===== config.mk =====
export PLATFORM = sky130hd
export DESIGN_NAME = pc_target_table
export DESIGN_NICKNAME = d
export VERILOG_FILES = /design/src/rtl/pc_target_table.sv
export SDC_FILE = /design/constraint.sdc
export NUM_CORES = 1
export LEC_CHECK = 0
export CAP_MARGIN = 20
export CORE_MARGIN = 2
export CORE_UTILIZATION = 52
export DETAILED_ROUTE_END_ITERATION = 12
export PLACE_DENSITY = 0.77
export SYNTH_ARGS = -nofsm -noshare
export SYNTH_HDL_FRONTEND = slang
export SYNTH_SLANG_ARGS = --single-unit

===== constraint.sdc =====
create_clock -name Clk -period 4.2 [get_ports Clk]
set_input_delay 1.05 -clock Clk [delete_from_list [all_inputs] [get_ports Clk]]
set_output_delay 1.05 -clock Clk [all_outputs]
set_load 0.01 [all_outputs]

===== src/rtl/pc_target_table.sv =====
// Run-time programmable branch-target table with registered lookup, PC-relative
// entries, write-through forwarding and a sequential re-init sweep to identity.
module pc_target_table #(
    parameter int IDX_W = 5,
    parameter int VAL_W = 10
) (
    input  logic             Clk,
    input  logic             Reset_n,
    input  logic             init_req,
    output logic             busy,
    input  logic             wr_en,
    input  logic [IDX_W-1:0] wr_idx,
    input  logic [VAL_W-1:0] wr_val,
    input  logic             wr_rel,
    output logic             wr_err,
    input  logic             rd_en,
    input  logic [IDX_W-1:0] rd_idx,
    input  logic [VAL_W-1:0] pc_in,
    output logic [VAL_W-1:0] target,
    output logic             target_vld
);

    localparam int DEPTH = 1 << IDX_W;

    typedef enum logic [0:0] {
        ST_IDLE = 1'b0,
        ST_INIT = 1'b1
    } state_t;

    state_t             state_q, state_d;
    logic [IDX_W-1:0]   cnt_q, cnt_d;
    logic               busy_q, busy_d;
    logic               wr_err_q, wr_err_d;
    logic               target_vld_q, target_vld_d;
    logic [VAL_W-1:0]   target_q, target_d;

    logic [VAL_W-1:0]   tbl_val_q [DEPTH];
    logic               tbl_rel_q [DEPTH];

    logic               tbl_we_s;
    logic [IDX_W-1:0]   tbl_idx_s;
    logic [VAL_W-1:0]   tbl_val_s;
    logic               tbl_rel_s;
    logic [VAL_W-1:0]   ent_val_s;
    logic               ent_rel_s;

    // Relative entries hold a two's-complement offset; the add wraps mod 2**VAL_W.
    function automatic logic [VAL_W-1:0] resolve(input logic             rel,
                                                 input logic [VAL_W-1:0] val,
                                                 input logic [VAL_W-1:0] pc);
        if (rel) begin
            resolve = pc + val;
        end else begin
            resolve = val;
        end
    endfunction

    // Sequencer next state and the single table write port it arbitrates.
    always_comb begin
        state_d   = state_q;
        cnt_d     = cnt_q;
        tbl_we_s  = 1'b0;
        tbl_idx_s = wr_idx;
        tbl_val_s = wr_val;
        tbl_rel_s = wr_rel;
        wr_err_d  = 1'b0;
        case (state_q)
            ST_IDLE: begin
                // A write in the same cycle as init_req still lands; the sweep overwrites it later.
                tbl_we_s = wr_en;
                if (init_req) begin
                    state_d = ST_INIT;
                    cnt_d   = {IDX_W{1'b0}};
                end else begin
                    state_d = ST_IDLE;
                end
            end
            ST_INIT: begin
                tbl_we_s  = 1'b1;
                tbl_idx_s = cnt_q;
                tbl_val_s = VAL_W'(cnt_q);
                tbl_rel_s = 1'b0;
                wr_err_d  = wr_en;
                cnt_d     = cnt_q + IDX_W'(1);
                if (cnt_q == {IDX_W{1'b1}}) begin
                    state_d = ST_IDLE;
                end else begin
                    state_d = ST_INIT;
                end
            end
            default: begin
                state_d = ST_IDLE;
                cnt_d   = {IDX_W{1'b0}};
            end
        endcase
        busy_d = (state_d == ST_INIT);
    end

    // Lookup path with write-through forwarding of a same-cycle write.
    always_comb begin
        if ((state_q == ST_IDLE) && wr_en && (wr_idx == rd_idx)) begin
            ent_val_s = wr_val;
            ent_rel_s = wr_rel;
        end else begin
            ent_val_s = tbl_val_q[rd_idx];
            ent_rel_s = tbl_rel_q[rd_idx];
        end
        if (rd_en && (state_q == ST_IDLE)) begin
            target_vld_d = 1'b1;
            target_d     = resolve(ent_rel_s, ent_val_s, pc_in);
        end else begin
            target_vld_d = 1'b0;
            target_d     = target_q;
        end
    end

    // Control and output registers.
    always_ff @(posedge Clk or negedge Reset_n) begin
        if (!Reset_n) begin
            state_q      <= ST_IDLE;
            cnt_q        <= {IDX_W{1'b0}};
            busy_q       <= 1'b0;
            wr_err_q     <= 1'b0;
            target_vld_q <= 1'b0;
            target_q     <= {VAL_W{1'b0}};
        end else begin
            state_q      <= state_d;
            cnt_q        <= cnt_d;
            busy_q       <= busy_d;
            wr_err_q     <= wr_err_d;
            target_vld_q <= target_vld_d;
            target_q     <= target_d;
        end
    end

    // Table storage; reset restores identity even if a sweep was cut short.
    always_ff @(posedge Clk or negedge Reset_n) begin
        if (!Reset_n) begin
            for (int i = 0; i < DEPTH; i++) begin
                tbl_val_q[i] <= VAL_W'(i);
                tbl_rel_q[i] <= 1'b0;
            end
        end else if (tbl_we_s) begin
            tbl_val_q[tbl_idx_s] <= tbl_val_s;
            tbl_rel_q[tbl_idx_s] <= tbl_rel_s;
        end
    end

    assign busy       = busy_q;
    assign wr_err     = wr_err_q;
    assign target     = target_q;
    assign target_vld = target_vld_q;

endmodule


==> results of run 1 <==
[cell type report]
| cell class | count | area, µm² |
|---|---|---|
| sequential | 370 | 9360 |
| inverter | 4 | 15.0 |
| tap | 442 | 553 |
| clock buffer | 57 | 1120 |
| clock inverter | 12 | 139 |
| timing repair buffer | 181 | 1640 |
| multi-input combinational | 1093 | 7180 |
| fill | 2492 | 12500 |
[routing by layer]
| metal | track usage | vias up | part of all wire |
|---|---|---|---|
| met5 | 0 | - | 0 |
| met4 | 0.102 | 0 | 0.035 |
| met3 | 0.0475 | 99 | 0.076 |
| met2 | 0.440 | 542 | 0.47 |
| met1 | 0.369 | 6522 | 0.41 |
| li1 | - | 5756 | - |
[per-stage QoR]
step                      hold slack, ns  total power (W)
after floorplan                    0.442          0.00811
after global placement             0.455          0.00936
after detailed placement           0.466          0.00958
after CTS                          0.478           0.0130
after global routing               0.494           0.0138
final                              0.477           0.0130
[state kept, by name (all words and copies together) (netlist names)]
name / cells
tbl_rel_q: 32
target: 10
target_vld: 1
tbl_val_q: 320
busy: 1
cnt_q: 5
wr_err: 1
[critical path: cells and delay by family]
family | cells | cell delay (ns)
AOI/OAI and AO/OA | 6 | 1.32
muxes | 2 | 1.08
buffers and inverters | 2 | 0.33
adders and majority gates | 1 | 0.31
xor gates and xnor gates | 1 | 0.16
and+or+nand+nor | 1 | 0.12
[cell families (layout without fill, tap and decap cells)]
group	count (synthesis)	in the layout	synth area share
adder cells (fa/ha/maj)	12	12	0.00919
multiplexers	150	150	0.155
flip-flops	370	370	0.546
AO/OA/AOI/OAI	432	432	0.133
buffers and inverters	143	254	0.0385
AND/OR/NAND/NOR	484	484	0.111
XOR/XNOR	15	15	0.00766
[power groups by stage]
| stage | registers (W) | clock network, W | logic [W] |
|---|---|---|---|
| 2_1_floorplan | 0.00557 | 0 | 0.00254 |
| 3_3_place_gp | 0.00575 | 0 | 0.00361 |
| 3_5_place_dp | 0.00581 | 0 | 0.00377 |
| 4_1_cts | 0.00577 | 0.00341 | 0.00381 |
| 5_1_grt | 0.00593 | 0.00357 | 0.00426 |
| 6_report | 0.00580 | 0.00337 | 0.00385 |
[what timing repair did]
action,CTS,global route
buffers inserted,0,0
hold buffers,0,0
endpoints found under the setup margin,0,3
resized for setup,0,2
[worst paths after layout]
check	start	endpoint
setup / recovery	rd_idx[0]	target[9]
hold / removal	tbl_val_q[177]	tbl_val_q[177]
setup reg to reg	tbl_val_q[283]	target[9]
hold reg to reg	tbl_val_q[177]	tbl_val_q[177]
max in group asynchronous	Reset_n	tbl_val_q[112]
min in group asynchronous	Reset_n	tbl_val_q[48]
[cells in the final DEF, fill, tap and decap left out, drive strengths merged, types with 2 or more instances in the layout]
master         netlist  layout
dfrtp              290     290
nand2b              13      13
o22ai                8       8
clkbuf             110      58
mux4                85      85
o32ai                7       7
a21oi               11      11
inv                  3       3
mux2i               42      42
nand2              420     420
nor2                31      31
clkdlybuf4s50        0      44
o31ai                9       9
a21o                 2       2
nand3                3       3
clkinv               1      10
and3                 3       3
xor2                 3       3
nand3b               4       4
ha                  11      11
dfstp               80      80
xnor2               12      12
nor3                 4       4
a2111o               2       2
mux2                23      23
buf                 29     136
bufinv               0       2
o21ai              385     385
==> summary.md, run 1 <==
| Metric | Value |
|---|---|
| Result of the run | finished, final reports clean |
| Setup Crit Path Kind | input port to register |
| Rows | 66 |
| Core Box Area | 32500 µm² |
| Switching part of the total | 0.336 |
| Worst slack at placement | -0.416 ns |
| Combinational Power Share | 0.296 |
| Vias after detailed routing | 12900 |
| Via count of the first global-routing pass | 12900 |
| Number of buffers inserted during clock tree synthesis | 38 |
| Filler-free cell count of the finished design | 2159 |
| Setup repair after global routing missed its margin | false |
| Post-synth cell types | 51 |
| Worst endpoint required time | 4.59 ns |
| Post-synthesis async set-or-reset flop share | 1.00 |
| Number of violations reported at the end of detailed-routing iteration 0 | 1178 |
| Starting density of the core | 0.527 |
| Width of the die | 186 µm |
| Avg Vias per Cell | 5.98 |
| Global Route Usage Sum | 0.271 |
| Max IR drop VDD | 0.000311 V |
| Maximum number of pins on one net before global-route repair | 101 |
| Pleak | 8.76 nW |
| Cell type with the highest aggregate area in the netlist | sky130_fd_sc_hd__dfrtp_1 |
| Most common cell in the synthesized netlist | sky130_fd_sc_hd__nand2_1 |
| Most frequent cell on the critical path | sky130_fd_sc_hd__o31ai_1 |
| Detailed-route wire length | 45400 µm |
| TritonCTS clock tree | yes |
| Final core utilization | 0.615 |
| Internal power | 0.00864 W |
| Fraction of synthesized cell area taken by the top area cell type | 0.423 |
| First-pass GRT wire length | 71500 µm |
| Maximum net fanout on the critical path | 9 |
| Detailed-route DRC error count | 0 |
| Clock input transition at the sequential cells of the worst setup and hold paths | 0.07 ns |
| Summed area of non-filler cells in the final layout | 20000 µm² |
| Fin. Hold Viols | 0 |
| Wirelength per Cell | 21.0 µm |
| CP Cell Sequence | buf_6 > buf_12 > mux4_1 > mux4_2 > nor2_1 > o31ai_1 > ha_1 > o21a_1 > a2111o_1 > a2111oi_2 > o31ai_1 > xor2_1 > o21ai_1 |
| Worst setup SP type | input port |
| Average footprint of a synthesized cell | 10.7 µm² |
| Post-synthesis sequential element count | 370 |
| Slew Limit Fails | 0 |
| Routed Antenna Nets | 0 |
| Clk Latency, worst-skew pair | 0.53 ns |
| Cell count of the worst hold path | 2 |
| Post-DP Area | 18700 µm² |
| Die area | 34500 µm² |
| Sequential element share of the synthesized area | 0.546 |
| Total number of clock tree sinks | 370 |
| Period minus WS final | 4.00 ns |
| Synth top cells by count | 420 x sky130_fd_sc_hd__nand2_1, 374 x sky130_fd_sc_hd__o21ai_0, 290 x sky130_fd_sc_hd__dfrtp_1 |
| Length of the first detailed-routing pass in iterations | 6 |
| Number of cells after detailed placement | 2089 |
| Cell count after synthesis | 1606 |
| Master cell of the clock root buffer | sky130_fd_sc_hd__clkbuf_16 |
| Clock share of power | 0.259 |
| Count of flip-flops with a built-in enable after synthesis | 0 |
| Detailed Place HPWL | 29500 µm |
| Post-route worst setup slack | 0.203 ns |
| IO Count | 49 |
| Top_reg_cell synth | sky130_fd_sc_hd__dfrtp_1 |
| Post-Syn Area | 17200 µm² |
| Type of the most critical hold path | register to register |
| Worst Skew | 0.0213 ns |
| Number of input and output port buffers inserted | 48 |
| Max stage delay on crit path | 0.55 ns |
| Vertical die dimension | 186 µm |
| Yosys synthesis warning count | 0 |
| Proportion of power drawn by flip-flops and latches | 0.446 |
| Max-capacitance violation count | 0 |
| Max-Slew Margin vs Limit | 0.338 |
| Crit-path slowest cell | sky130_fd_sc_hd__mux4_1 |
| ANT cells | 0 |
| Slack of the worst reg-to-reg path | 0.74 ns |
| Max clock buf depth | 3 |
| Htree depth | 2 |
| Worst setup EP type | register |
| Share of layout cells above drive strength 1 | 0.220 |
| Total overflow reported by the global router | 0 |
| Crit path arrival time | 4.39 ns |
| Area growth from synthesis to layout | 16.7% |
| Portion of the clock cycle consumed by the worst path in the final layout | 0.952 |
| Net count after synthesis | 1654 |
| Power density normalized to cell area | 651 nW/µm² |
| Actual slew at the worst max-slew pin | 0.974 ns |
| Endpoints failing setup | 0 |
| Net switching power figure | 0.00438 W |
| Ranking of synthesized cells by area | sky130_fd_sc_hd__dfrtp_1 42%, sky130_fd_sc_hd__dfstp_2 12%, sky130_fd_sc_hd__o21ai_0 11%, sky130_fd_sc_hd__nand2_1 9.2%, sky130_fd_sc_hd__mux4_2 8.7% |
| Global placement routability congestion | 0.943 |
| Highest achievable clock rate | 250 MHz |
| Number of cells traversed by the worst register-to-register path | 11 |
| Total Negative Setup Slacks | 0 ns |
| Total number of nets in the final design | 1736 |
| Number of antenna violations at the first check in global routing | 0 |
Note: power is estimated with default switching activity, not from simulation.
==> run 2, diff against run 1 <==
clock period = 4.8 ns   (was 4.2 ns; I/O delays follow)
==> summary.md, run 2 (same netlist as run 1, synthesis figures left out) <==
| Metric | Value |
|---|---|
| Result of the run | finished, final reports clean (unchanged) |
| Worst setup SP type | input port (unchanged) |
| Max-capacitance violation count | 0 (unchanged) |
| Maximum net fanout on the critical path | 19 (was 9) |
| Clk Latency, worst-skew pair | 0.54 ns (was 0.53 ns) |
| Setup Crit Path Kind | input port to register (unchanged) |
| IO Count | 49 (unchanged) |
| Register with the most flip-flops | tbl_val_q (unchanged) |
| Endpoints failing setup | 0 (unchanged) |
| Highest achievable clock rate | 230 MHz |
| Vias after detailed routing | 12500 (was 12900) |
| Starting density of the core | 0.527 (unchanged) |
| Max-Slew Margin vs Limit | 0.214 (was 0.338) |
| Worst setup EP type | register (unchanged) |
| Via count of the first global-routing pass | 12300 (was 12900) |
| Crit path arrival time | 4.82 ns (was 4.39 ns) |
| Number of input and output port buffers inserted | 48 (unchanged) |
| Portion of the clock cycle consumed by the worst path in the final layout | 0.907 |
| Worst Skew | 0.0251 ns (was 0.0213 ns) |
| Routed Antenna Nets | 0 (unchanged) |
| Global placement routability congestion | 0.931 (was 0.943) |
| Wirelength per Cell | 21.0 µm (about the same) |
| Count of instances resized after the clock tree is built | 0 (unchanged) |
| Maximum number of pins on one net before global-route repair | 127 (was 101) |
| TritonCTS clock tree | yes (unchanged) |
| ANT cells | 0 (unchanged) |
| Number of buffers inserted during clock tree synthesis | 38 (unchanged) |
| Final core utilization | 0.601 (was 0.615) |
| Global Route Usage Sum | 0.267 (was 0.271) |
| Most frequent cells in the layout | 420 x sky130_fd_sc_hd__nand2_1, 374 x sky130_fd_sc_hd__o21ai_0, 290 x sky130_fd_sc_hd__dfrtp_1 (was 420 x sky130_fd_sc_hd__nand2_1, 373 x sky130_fd_sc_hd__o21ai_0, 290 x sky130_fd_sc_hd__dfrtp_1) |
| Vertical die dimension | 186 µm (unchanged) |
| Max IR drop VDD | 0.000252 V (was 0.000311 V) |
| Share of layout cells above drive strength 1 | 0.194 (was 0.220) |
| Number of antenna violations at the first check in global routing | 1 (was 0) |
| First-pass GRT wire length | 69900 µm (was 71500 µm) |
| Number of violations reported at the end of detailed-routing iteration 0 | 1286 (was 1178) |
| Total number of nets in the final design | 1691 (was 1736) |
| Htree depth | 2 (unchanged) |
| Summed area of non-filler cells in the final layout | 19500 µm² (was 20000 µm²) |
| Post-Route Hold Slack | 0.471 ns (was 0.477 ns) |
| Power density normalized to cell area | 573 nW/µm² (was 651 nW/µm²) |
| CTS Hold Bufs | 0 (unchanged) |
| Width of the die | 186 µm (unchanged) |
| Area growth from synthesis to layout | 13.9% (was 16.7%) |
| Most common cell after layout, fill and taps aside | sky130_fd_sc_hd__nand2_1 (unchanged) |
| Clock input transition at the sequential cells of the worst setup and hold paths | 0.07 ns (about the same) |
| Type of the most critical hold path | register to register (unchanged) |
| Core Box Area | 32500 µm² (unchanged) |
| Max clock buf depth | 3 (unchanged) |
| Rows | 66 (unchanged) |
| Worst endpoint required time | 5.27 ns (was 4.59 ns) |
| Pleak | 8.47 nW (was 8.76 nW) |
| Master cell of the clock root buffer | sky130_fd_sc_hd__clkbuf_16 (unchanged) |
| Setup repair after global routing missed its margin | false (unchanged) |
| Die area | 34500 µm² (unchanged) |
| Total number of clock tree sinks | 370 (unchanged) |
| Length of the first detailed-routing pass in iterations | 6 (unchanged) |
| Count of buffers added by post-CTS timing repair for setup | 0 (unchanged) |
| Largest register FFs | 320 (unchanged) |
| Slew Limit Fails | 0 (unchanged) |
| Total overflow reported by the global router | 0 (unchanged) |
| Detailed-route wire length | 44400 µm (was 45400 µm) |
| Period minus WS final | 4.35 ns |
| Detailed Place HPWL | 29100 µm (was 29500 µm) |
| Avg Vias per Cell | 5.93 (was 5.98) |
| Post-DP Area | 18300 µm² (was 18700 µm²) |
| Fin. Hold Viols | 0 (unchanged) |
| Detailed-route DRC error count | 0 (unchanged) |
| Actual slew at the worst max-slew pin | 1.18 ns (was 0.974 ns) |
## run 2: cell count changes in the layout (fill, tap and decap cells not counted), sizes merged
cell | previous run | this run
inv | 3 | 5
clkinv | 10 | 7
bufinv | 2 | 0
buf | 136 | 91
clkinvlp | 1 | 5
clkbuf | 58 | 57
## run 2: final timing paths
kind,from,slack (ns),end,depth (start not counted)
min in group asynchronous,Reset_n,0.75,tbl_val_q[76],1
setup / recovery,rd_idx[0],0.45,target[8],16
max in group asynchronous,Reset_n,2.97,tbl_val_q[251],2
hold / removal,tbl_rel_q[22],0.47,tbl_rel_q[22],2
hold reg to reg,tbl_rel_q[22],0.47,tbl_rel_q[22],2
setup reg to reg,tbl_val_q[190],1.14,target[8],13
## run 2: final cells by class
cell class | count | area, µm²
Multi-Input combinational cell | 1093 | 7150
Clock buffer | 56 | 1080
Timing Repair Buffer | 136 | 1280
Clock inverter | 13 | 100
Tap cell | 442 | 553
Inverter | 4 | 15.0
Fill cell | 2564 | 13000
Sequential cell | 370 | 9360
## run 2: through the flow
| step | setup TNS (ns) | setup WS (ns) | instances | power (W) |
|---|---|---|---|---|
| global placement | 0 | 0.0221 | 2044 | 0.00816 |
| floorplan | 0 | 0.315 | 1606 | 0.00708 |
| CTS | 0 | 0.498 | 2113 | 0.0112 |
| finish | 0 | 0.446 | 2114 | 0.0112 |
| detailed placement | -0.0314 | -0.0314 | 2044 | 0.00835 |
| global route | 0 | 0.232 | 2114 | 0.0118 |
## run 2: routing by layer
layer | part of all wire | GRT usage
met5 | 0.00020 | 0
met2 | 0.46 | 0.413
met3 | 0.085 | 0.0632
met1 | 0.42 | 0.372
met4 | 0.032 | 0.0932
## run 2: power by group
part / leakage [nW] / switching (W) / total [W] / internal (W)
Clock: 0.562 / 0.00124 / 0.00282 / 0.00157
Combinational: 3.17 / 0.00195 / 0.00331 / 0.00136
Sequential: 4.74 / 0.000639 / 0.00508 / 0.00444
## run 2: critical path, stage by stage
cell	delay, ns
sky130_fd_sc_hd__buf_6	0.18
sky130_fd_sc_hd__buf_12	0.21
sky130_fd_sc_hd__mux2_2	0.35
sky130_fd_sc_hd__o21ai_0	0.28
sky130_fd_sc_hd__a21oi_1	0.11
sky130_fd_sc_hd__o32ai_1	0.41
sky130_fd_sc_hd__o31ai_1	0.15
sky130_fd_sc_hd__ha_1	0.23
sky130_fd_sc_hd__fa_1	0.42
sky130_fd_sc_hd__a21o_1	0.20
sky130_fd_sc_hd__a21oi_1	0.19
sky130_fd_sc_hd__o21ai_0	0.15
sky130_fd_sc_hd__o41ai_1	0.33
sky130_fd_sc_hd__xnor2_1	0.17
sky130_fd_sc_hd__mux2i_1	0.09
sky130_fd_sc_hd__o21ai_1	0.13
